File: config.mk
export PLATFORM = sky130hd
export DESIGN_NAME = mem_arbiter_flat
export DESIGN_NICKNAME = d
export VERILOG_FILES = /design/src/rtl/mem_arbiter_if.sv /design/src/rtl/mem_arbiter.sv /design/src/flat_wrapper.sv
export SDC_FILE = /design/constraint.sdc
export NUM_CORES = 1
export LEC_CHECK = 0
export CAP_MARGIN = 5
export CORE_AREA = 2 2 39 41
export CTS_CLUSTER_DIAMETER = 80
export CTS_CLUSTER_SIZE = 16
export DETAILED_ROUTE_END_ITERATION = 8
export DIE_AREA = 0 0 41 43
export PLACE_DENSITY = 0.44
export SLEW_MARGIN = 10
export SYNTH_ARGS = -nofsm -noshare
export SYNTH_HDL_FRONTEND = slang
export SYNTH_SLANG_ARGS = --single-unit
File: constraint.sdc
create_clock -name clk -period 4.6 [get_ports clk]
set_input_delay 0.92 -clock clk [delete_from_list [all_inputs] [get_ports clk]]
set_output_delay 0.92 -clock clk [all_outputs]
set_load 0.005 [all_outputs]
File: src/rtl/mem_arbiter_if.sv
// mem_arbiter_if: the request/acknowledge bundle between the memory arbiter
// and the two clients, plus the memory-control strobes the arbiter drives.
//   if_req / if_ack        instruction-fetch handshake (PC-addressed read)
//   d_req / d_we / d_ack   data handshake (ALU-out-addressed read or write)
//   IorD, wea, IRWrite     memory address select, write enable, IR load enable
//   busy, state_dbg        status: not-IDLE flag and raw state encoding
// slave  = arbiter side, master = client/bench side.
interface mem_arbiter_if;
    logic       if_req;
    logic       if_ack;
    logic       d_req;
    logic       d_we;
    logic       d_ack;
    logic       IorD;
    logic       wea;
    logic       IRWrite;
    logic       busy;
    logic [2:0] state_dbg;

    modport slave (
        input  if_req, d_req, d_we,
        output if_ack, d_ack, IorD, wea, IRWrite, busy, state_dbg
    );

    modport master (
        output if_req, d_req, d_we,
        input  if_ack, d_ack, IorD, wea, IRWrite, busy, state_dbg
    );
endinterface

File: src/rtl/mem_arbiter.sv
// mem_arbiter: shares one memory port between instruction fetch and data
// accesses. A six-state Moore FSM arbitrates only in IDLE; data normally
// wins, but after MAX_DATA_STREAK consecutive data grants taken while a
// fetch was waiting, the fetch is served so it cannot starve.
// Ports:
//   clk    system clock, rising edge
//   reset  asynchronous active-low reset
//   bus    mem_arbiter_if.slave (requests in; acks, strobes, status out)
module mem_arbiter #(
    parameter int unsigned MAX_DATA_STREAK = 2
) (
    input  logic         clk,
    input  logic         reset,
    mem_arbiter_if.slave bus
);
    localparam logic [2:0] S_IDLE    = 3'd0;
    localparam logic [2:0] S_F_ADDR  = 3'd1;
    localparam logic [2:0] S_F_LOAD  = 3'd2;
    localparam logic [2:0] S_D_RADDR = 3'd3;
    localparam logic [2:0] S_D_RDONE = 3'd4;
    localparam logic [2:0] S_D_WRITE = 3'd5;

    localparam logic [1:0] STREAK_MAX = 2'(MAX_DATA_STREAK);

    logic [2:0] r_state;
    logic [2:0] w_next_state;
    logic [1:0] r_streak;
    logic       w_streak_full;
    logic       w_data_grant;
    logic       w_fetch_grant;
    logic       w_if_ack;
    logic       w_d_ack;
    logic       w_iord;
    logic       w_wea;
    logic       w_irwrite;
    logic       w_busy;

    // Grant decision; only IDLE can grant, and a full streak hands a
    // contested slot to the waiting fetch.
    always_comb begin
        w_streak_full = (r_streak == STREAK_MAX);
        w_data_grant  = 1'b0;
        w_fetch_grant = 1'b0;
        if (r_state == S_IDLE) begin
            if (bus.d_req && !(bus.if_req && w_streak_full)) begin
                w_data_grant = 1'b1;
            end else if (bus.if_req) begin
                w_fetch_grant = 1'b1;
            end else begin
                w_data_grant  = 1'b0;
                w_fetch_grant = 1'b0;
            end
        end else begin
            w_data_grant  = 1'b0;
            w_fetch_grant = 1'b0;
        end
    end

    // State register.
    always_ff @(posedge clk or negedge reset) begin
        if (!reset) begin
            r_state <= S_IDLE;
        end else begin
            r_state <= w_next_state;
        end
    end

    // Streak counter: counts data grants that made a fetch wait, saturating.
    always_ff @(posedge clk or negedge reset) begin
        if (!reset) begin
            r_streak <= 2'd0;
        end else if (w_fetch_grant) begin
            r_streak <= 2'd0;
        end else if (w_data_grant && bus.if_req && !w_streak_full) begin
            r_streak <= r_streak + 2'd1;
        end else begin
            r_streak <= r_streak;
        end
    end

    // Next-state logic; every transaction returns through IDLE.
    always_comb begin
        w_next_state = S_IDLE;
        case (r_state)
            S_IDLE: begin
                if (w_data_grant) begin
                    w_next_state = bus.d_we ? S_D_WRITE : S_D_RADDR;
                end else if (w_fetch_grant) begin
                    w_next_state = S_F_ADDR;
                end else begin
                    w_next_state = S_IDLE;
                end
            end
            S_F_ADDR:  w_next_state = S_F_LOAD;
            S_F_LOAD:  w_next_state = S_IDLE;
            S_D_RADDR: w_next_state = S_D_RDONE;
            S_D_RDONE: w_next_state = S_IDLE;
            S_D_WRITE: w_next_state = S_IDLE;
            default:   w_next_state = S_IDLE;
        endcase
    end

    // Moore output decode; illegal encodings fall to the all-zero default.
    always_comb begin
        w_if_ack  = 1'b0;
        w_d_ack   = 1'b0;
        w_iord    = 1'b0;
        w_wea     = 1'b0;
        w_irwrite = 1'b0;
        w_busy    = 1'b0;
        case (r_state)
            S_IDLE: begin
                w_busy = 1'b0;
            end
            S_F_ADDR: begin
                w_busy = 1'b1;
            end
            S_F_LOAD: begin
                w_irwrite = 1'b1;
                w_if_ack  = 1'b1;
                w_busy    = 1'b1;
            end
            S_D_RADDR: begin
                w_iord = 1'b1;
                w_busy = 1'b1;
            end
            S_D_RDONE: begin
                w_iord  = 1'b1;
                w_d_ack = 1'b1;
                w_busy  = 1'b1;
            end
            S_D_WRITE: begin
                w_iord  = 1'b1;
                w_wea   = 1'b1;
                w_d_ack = 1'b1;
                w_busy  = 1'b1;
            end
            default: begin
                w_busy = 1'b0;
            end
        endcase
    end

    assign bus.if_ack    = w_if_ack;
    assign bus.d_ack     = w_d_ack;
    assign bus.IorD      = w_iord;
    assign bus.wea       = w_wea;
    assign bus.IRWrite   = w_irwrite;
    assign bus.busy      = w_busy;
    assign bus.state_dbg = r_state;
endmodule
File: src/flat_wrapper.sv
// flat-port wrapper written by rule: the top's interface ports become plain ports
module mem_arbiter_flat 
#(
    parameter int unsigned MAX_DATA_STREAK = 2
)
  (clk, reset, bus_if_req, bus_d_req, bus_d_we, bus_if_ack, bus_d_ack, bus_IorD, bus_wea, bus_IRWrite, bus_busy, bus_state_dbg);
  mem_arbiter_if bus_i ();
  input  logic clk;
  input  logic reset;
  input wire logic [$bits(bus_i.if_req)-1:0] bus_if_req;
  input wire logic [$bits(bus_i.d_req)-1:0] bus_d_req;
  input wire logic [$bits(bus_i.d_we)-1:0] bus_d_we;
  output wire logic [$bits(bus_i.if_ack)-1:0] bus_if_ack;
  output wire logic [$bits(bus_i.d_ack)-1:0] bus_d_ack;
  output wire logic [$bits(bus_i.IorD)-1:0] bus_IorD;
  output wire logic [$bits(bus_i.wea)-1:0] bus_wea;
  output wire logic [$bits(bus_i.IRWrite)-1:0] bus_IRWrite;
  output wire logic [$bits(bus_i.busy)-1:0] bus_busy;
  output wire logic [$bits(bus_i.state_dbg)-1:0] bus_state_dbg;
  assign bus_i.if_req = bus_if_req;
  assign bus_i.d_req = bus_d_req;
  assign bus_i.d_we = bus_d_we;
  assign bus_if_ack = bus_i.if_ack;
  assign bus_d_ack = bus_i.d_ack;
  assign bus_IorD = bus_i.IorD;
  assign bus_wea = bus_i.wea;
  assign bus_IRWrite = bus_i.IRWrite;
  assign bus_busy = bus_i.busy;
  assign bus_state_dbg = bus_i.state_dbg;
  mem_arbiter #(.MAX_DATA_STREAK(MAX_DATA_STREAK)) u_core (.clk(clk), .reset(reset), .bus(bus_i));
endmodule
# == After elaboration in Yosys (flattened, before gate mapping) ==
# Cells that the tools add are included.
# totals
reg_bits,5
in_bits,5
output_inout_bits,9
wordCells,36
# op_classes
eq_ne,6
muxes,16
add_sub_neg,1
n_reduce_logical,11
# ops
op,count
$mux W1,11
$pmux W3 S3,1
$eq A3 B2 Y1 const B,2
$eq A3 B3 Y1 const B,2
$mux W3,2
$reduce_or A5 Y1,1
$logic_and A1 B1 Y1,4
$mux W2,2
$eq A3 B1 Y1 const B,1
$logic_not A3 Y1,1
$reduce_or A3 Y1,1
$add A2 B1 Y2 const B,1
$eq A2 B2 Y1 const B,1
$logic_not A1 Y1,2
$reduce_bool A2 Y1,1
$reduce_or A2 Y1,1

# == Depth between registers and ports, before layout ==
# Gate-level depths: netlist of the first run.
# depth
word_depth,10
depth_mapped,5
ltp_nobuf,5

# == Worst setup path after synthesis of the first run ==
# OpenSTA, ideal clock, no wires.
# synth_timing
path_kind,input to register
startpoint,input bus_d_req
endpoint,register u_core.r_state[2] (netlist: u_core.bus.state_dbg[2])
path_slack_ps,2764
path_buffers,0
arrival_ps,1758
required_ps,4522
setup_time_ps,78
path_stages,3
cell_sequence,a21bo_2 -> or4b_1 -> a21oi_1
# synth_via
elab_chain_cells,5
# synth_rtl
item,line,source
from (decl),flat_wrapper.sv:11,input wire logic [$bits(bus_i.d_req)-1:0] bus_d_req;
$logic_and A1 B1 Y1,mem_arbiter.sv:45,if (bus.d_req && !(bus.if_req && w_streak_full)) begin
$mux W1,mem_arbiter.sv:45,
$mux W1,mem_arbiter.sv:44,if (r_state == S_IDLE) begin
$mux W3,mem_arbiter.sv:86,if (w_data_grant) begin
$pmux W3 S3,mem_arbiter.sv:84,case (r_state)
via u_core.w_next_state[2],mem_arbiter.sv:26,logic [2:0] w_next_state;
to (signal assigned),mem_arbiter.sv:64,r_state <= w_next_state;
to (decl),mem_arbiter.sv:25,logic [2:0] r_state;
# The timed path passes the listed nets, and every way through them passes these cells.
# A chain may end at the register's enable or synchronous reset.

# == Final worst setup path of the first run ==
# layout_timing
startpoint,register u_core.r_state[2] (netlist: u_core.bus.state_dbg[2])
endpoint,output bus_IorD
# layout_via
elab_chain_cells,3
elab_cells_between_ends,5
classes_between,eq/ne (3); mux (1); reduce/logical (1)
# layout_rtl
item,line,source
$eq A3 B3 Y1 / $eq A3 B2 Y1 (equally long branches),mem_arbiter.sv:111,case (r_state)
$reduce_or A3 Y1 (no source line) (*),--,
$mux W1 (*),mem_arbiter.sv:111,
to (decl),flat_wrapper.sv:15,output wire logic [$bits(bus_i.IorD)-1:0] bus_IorD;
# Every way passes the cells marked *; elsewhere a longest branch is shown, timed or not.

==> metrics.cfg, run 1 <==
[clocking]
post_cts_buffers = 0
path_clk_slew_ps = 40
cts_buffers = 3
cts_resized = 0
insertion_delay_ps = 240
cts_tree = built
clk_root_buffer_cell = clkbuf_4
htree_levels = 1
clock_path_buffers = 2
ctsHoldBuffers = 0
cts.sinks = 5

[floorplan]
std_cell_rows = 14
coreArea_um2 = 1384
start_util_pct = 19.62
die_h_um = 43
dieArea_um2 = 1763
io_pins = 14
dieWidth_um = 41

[synth]
synth_top_area_share_pct = 46.08
synth_common_cells = dfrtp_1 (5), nor2_1 (4)
postSynthCellCount = 27
yosysSeqAreaShare_pct = 46.08
synth_cell_types = 16
synth_edf_count = 0
synth_top_area_cell = dfrtp_1
synth_warnings = 0
async_flop_share_pct = 100.0
synth.most_common_cell = dfrtp_1
synth_seq_cells = 5
syn_nets = 33
synth-main-ff-cell = dfrtp_1
netlist_top_cells_area = dfrtp_1 (46%), mux2_2 (8.3%), nor2_1 (5.5%)
synth_area_per_cell_um2 = 10.06
syn_area_um2 = 271.5

[timing]
fmax_ghz = 0.3976
tightest_slew_ps = 305.5
min_period_ps = 2515
rsz0062_at_grt = no
finalMaxSlewViolations = 0
hold_viol = 0
clock_skew_ps = 3.861
final.setup.tns_ps = 0
slew_headroom_pct = 79.48
setup_viol = 0
post-route-period-util_pct = 54.67

[setup_path]
cp-start-kind = register
reg2reg_depth = 5
cp_max_fo = 8
slowest_delay_ps = 520
required_ps = 3680
setup.worst_path.end_class = output pin
cp_top_family = buffers and inverters
slowest_stage = clkdlybuf4s50_1
cp.arrival_ps = 1590
path_class = reg -> out
path_depth = 3
cp_cell_sequence = nor2b_1 -> o21bai_1 -> clkdlybuf4s50_1
worst-path-buf-inv = 1

[power]
power.net_switching_mw = 0.08795
clkPwrFrac_pct = 18.4
swShare_pct = 31.77
power_frac_comb_pct = 50.2
seq_power_share_pct = 31.5
powerDensity_nw_per_um2 = 628.5
ir_drop_mv = 0.2700
p_leak_nw = 0.1860
totalPowerFinal_mw = 0.2768
p_int_mw = 0.1889

[global_routing]
grt_pass1_vias = 244
grt.overflow.total = 0
track_usage_pct = 9.457
antenna_found_initial = 0
grt_pass1_wl_mm = 1.007
grt_max_degree = 9

[placed_design]
place_area_um2 = 414.1
port_buffers = 13
place_congestion = 0.6999

[drt]
wl_per_cell_um = 9.847
first_pass_iters = 2
viasPerCell = 4.390
vias = 259
ant_nets = 0
route.detailed.drc = 0
routed-wl-met2_um = 237
routed_wl_um = 581
wl_met1_um = 229
routed.top_layer = met4
drt_iter0_drc = 2
wl_met3_um = 100

[finish]
stdcell_area_um2 = 440.4
num_antenna_cells = 0
syn_to_final_growth_pct = 62.21
final_util_pct = 31.83
nets = 50
drive_gt1_share_pct = 13.95

[job]
cap_violations = 0

[run_status]
status = finished, final reports clean

[worst_hold_path]
hold_depth = 1
holdCritPathClass = reg -> reg

-- area by class of cell --
cell class / count / area (µm²)
well taps: 16 / 20.02
clock buffers: 4 / 26.28
inverters: 1 / 3.754
multi-input cells: 20 / 135.1
fillers: 159 / 943.4
repair buffers: 13 / 130.1
flip-flops and latches: 5 / 125.1
-- power by group through the flow --
stage / Clock (mW) / Combinational (mW) / Sequential (mW)
final: 0.0508 / 0.139 / 0.0871
after global routing: 0.0592 / 0.156 / 0.0918
after CTS: 0.0526 / 0.142 / 0.0870
after detailed placement: 0 / 0.142 / 0.0877
after global placement: 0 / 0.141 / 0.0863
after floorplan: 0 / 0.0645 / 0.0835
-- layer usage --
metal / GRT usage (%) / up-vias
met5: 0 / -
met4: 6.000 / 0
met3: 9.424 / 4
met2: 10.94 / 15
met1: 10.36 / 115
li1: - / 125
-- cells in the final DEF, fill, tap and decap left out, types with 2 or more instances in the layout --
master	synthesis	layout
clkdlybuf4s50_1	0	13
dfrtp_1	5	5
nor2_1	4	4
clkbuf_4	0	3
nand2_1	2	2
a21oi_1	2	2
o21a_1	2	2
mux2_2	2	2
-- final timing paths --
check	slack, ps	start	end
max	2090	u_core.bus.state_dbg[2]$_DFF_PN0_	bus_IorD
min	510	u_core.r_streak[1]$_DFFE_PN0P_	u_core.r_streak[1]$_DFFE_PN0P_
max reg2reg	3040	u_core.r_streak[0]$_DFFE_PN0P_	u_core.bus.state_dbg[2]$_DFF_PN0_
min reg2reg	510	u_core.r_streak[1]$_DFFE_PN0P_	u_core.r_streak[1]$_DFFE_PN0P_
max in group asynchronous	3520	reset	u_core.r_streak[0]$_DFFE_PN0P_
min in group asynchronous	890	reset	u_core.bus.state_dbg[2]$_DFF_PN0_
-- through the flow --
step / instances / worst slack, ps / hold WS, ps
after floorplan: 27 / 2764 / 483.5
after global placement: 55 / 2223 / 502.4
after detailed placement: 55 / 2186 / 512.0
after CTS: 59 / 2079 / 520.8
after global routing: 59 / 1977 / 540.8
final: 59 / 2085 / 514.4
-- cell families (layout without fill, tap and decap cells) --
group	count (synthesis)	after routing	synth area share, %
DFF	5	5	46.08
AOI/OAI and AO/OA	6	6	15.67
muxes	2	2	8.294
and+or+nand+nor	11	11	21.20
adders and majority gates	1	1	4.608
buffers and inverters	2	18	4.147
-- worst reg2reg max path, cell delays in order (launching register included) --
cell     delay, ps
dfrtp_1        350
inv_1           50
ha_1           190
a21bo_2        240
or4b_1         500
a21oi_1        170
-- registers in the layout, indices dropped and copies added, names as in the netlist --
signal / cells
u_core.bus.state_dbg: 3
u_core.r_streak: 2
No activity file was read; power rests on OpenSTA's default activity.
==> run 2, diff against run 1 <==
--- a/config.mk
+++ b/config.mk
@@ -11,7 +11,7 @@
 export CTS_CLUSTER_SIZE = 16
 export DETAILED_ROUTE_END_ITERATION = 8
 export DIE_AREA = 0 0 41 43
-export PLACE_DENSITY = 0.44
+export PLACE_DENSITY = 0.45
 export SLEW_MARGIN = 10
 export SYNTH_ARGS = -nofsm -noshare
 export SYNTH_HDL_FRONTEND = slang
==> constraint.sdc (replaced) <==
create_clock -name clk -period 2.1 [get_ports clk]
set_input_delay 0.42 -clock clk [delete_from_list [all_inputs] [get_ports clk]]
set_output_delay 0.42 -clock clk [all_outputs]
set_load 0.005 [all_outputs]
==> metrics.cfg, run 2 (synthesis results as in run 1) <==
[run_status]
status = finished, final reports clean

[floorplan]
coreArea_um2 = 1384
start_util_pct = 19.62
dieWidth_um = 41
dieArea_um2 = 1763
die_h_um = 43
std_cell_rows = 14
io_pins = 14

[power]
ir_drop_mv = 0.3709
p_leak_nw = 0.1860
totalPowerFinal_mw = 0.6095
powerDensity_nw_per_um2 = 1384

[finish]
nets = 50
syn_to_final_growth_pct = 62.21
final_cell_mix = clkdlybuf4s50_1 (13), dfrtp_1 (5), nor2_1 (4)
final_common_cell = clkdlybuf4s50_1
num_antenna_cells = 0
drive_gt1_share_pct = 13.95
largest_reg_flops = 3
fillerInstances = 147

[clocking]
htree_levels = 1
clk_root_buffer_cell = clkbuf_4
cts.sinks = 5
ctsHoldBuffers = 0
cts_tree = built
cts_buffers = 3
insertion_delay_ps = 250
cts_resized = 0
path_clk_slew_ps = 50
post_cts_buffers = 0
clock_path_buffers = 2

[timing]
final.setup.tns_ps = 0
rsz0062_at_grt = no
setup_viol = 0
min_period_ps = 2008
finalMaxSlewViolations = 0
setup_ws_ps = 92.30
clock_skew_ps = 2.043
fmax_ghz = 0.4981
post-route-period-util_pct = 95.60
slew_headroom_pct = 75.58
tightest_slew_ps = 363.5
hold_viol = 0

[setup_path]
setup.worst_path.start = u_core.bus.state_dbg[1]$_DFF_PN0_
cp.arrival_ps = 1590
rr_startpoint = u_core.r_streak[0]$_DFFE_PN0P_
cp-start-kind = register
cp_max_fo = 8
setup.worst_path.end_class = output pin
required_ps = 1680
path_class = reg -> out

[placed_design]
place_congestion = 0.6197
dp_hpwl_um = 487
dp_slack_ps = 206.8
port_buffers = 13

[drt]
vias = 262
routed_wl_um = 594
viasPerCell = 4.441
route.detailed.drc = 0
drt_iter0_drc = 2
first_pass_iters = 2
wl_per_cell_um = 10.07
ant_nets = 0

[global_routing]
grt_pass1_vias = 238
antenna_found_initial = 0
grt.overflow.total = 0
grt_pass1_wl_um = 952
grt_max_degree = 9
track_usage_pct = 8.788

[worst_hold_path]
holdCritPathClass = in -> async

[job]
cap_violations = 0

## run 2: cell counts in the layout (fill, tap and decap cells not counted)
Identical to the previous run, type by type.
## run 2: through the flow
| step | util [%] | cells | instance area (µm²) | hold slack [ps] |
|---|---|---|---|---|
| final | 31.83 | 59 | 440.4 | 397.0 |
| after global routing | 31.83 | 59 | 440.4 | 410.7 |
| after CTS | 31.83 | 59 | 440.4 | 401.2 |
| after detailed placement | 29.93 | 55 | 414.1 | 510.6 |
| after global placement | 29.93 | 55 | 414.1 | 491.6 |
| after floorplan | - | 27 | 271.5 | 124.4 |
## run 2: worst paths after layout
kind | endpoint | slack (ps) | cells past startpoint
max | bus_busy | 90 | 3
min | u_core.bus.state_dbg[2]$_DFF_PN0_ | 400 | 1
max reg2reg | u_core.bus.state_dbg[2]$_DFF_PN0_ | 540 | 5
min reg2reg | u_core.r_streak[1]$_DFFE_PN0P_ | 520 | 1
max in group asynchronous | u_core.r_streak[1]$_DFFE_PN0P_ | 1510 | 1
min in group clk | u_core.r_streak[1]$_DFFE_PN0P_ | 520 | 1
## run 2: layout make-up
type	instances	area, µm²	area share, %
timing repair buffer	13	130.1	29.55
inverter	1	3.754	0.8523
tap	16	20.02	4.545
multi-input combinational	20	135.1	30.68
clock buffer	4	26.28	5.966
sequential	5	125.1	28.41
## run 2: critical path, cell delays in order, from the launching register on
cell	delay, ps
dfrtp_1	440
nor3_1	370
a21oi_1	80
clkdlybuf4s50_1	460
## run 2: layer usage
metal | global-route usage (%) | routed length (µm) | up-vias
li1 | - | - | 126
met1 | 8.852 | 233 | 116
met2 | 12.19 | 257 | 16
met3 | 3.141 | 75 | 4
met4 | 10.00 | 28 | 0
met5 | 0 | 0 | -
## run 2: power breakdown
part	switching, mW	internal, mW
Clock	0.0424	0.0720
Sequential	0.0519	0.137
Combinational	0.101	0.205
Total	0.195	0.414
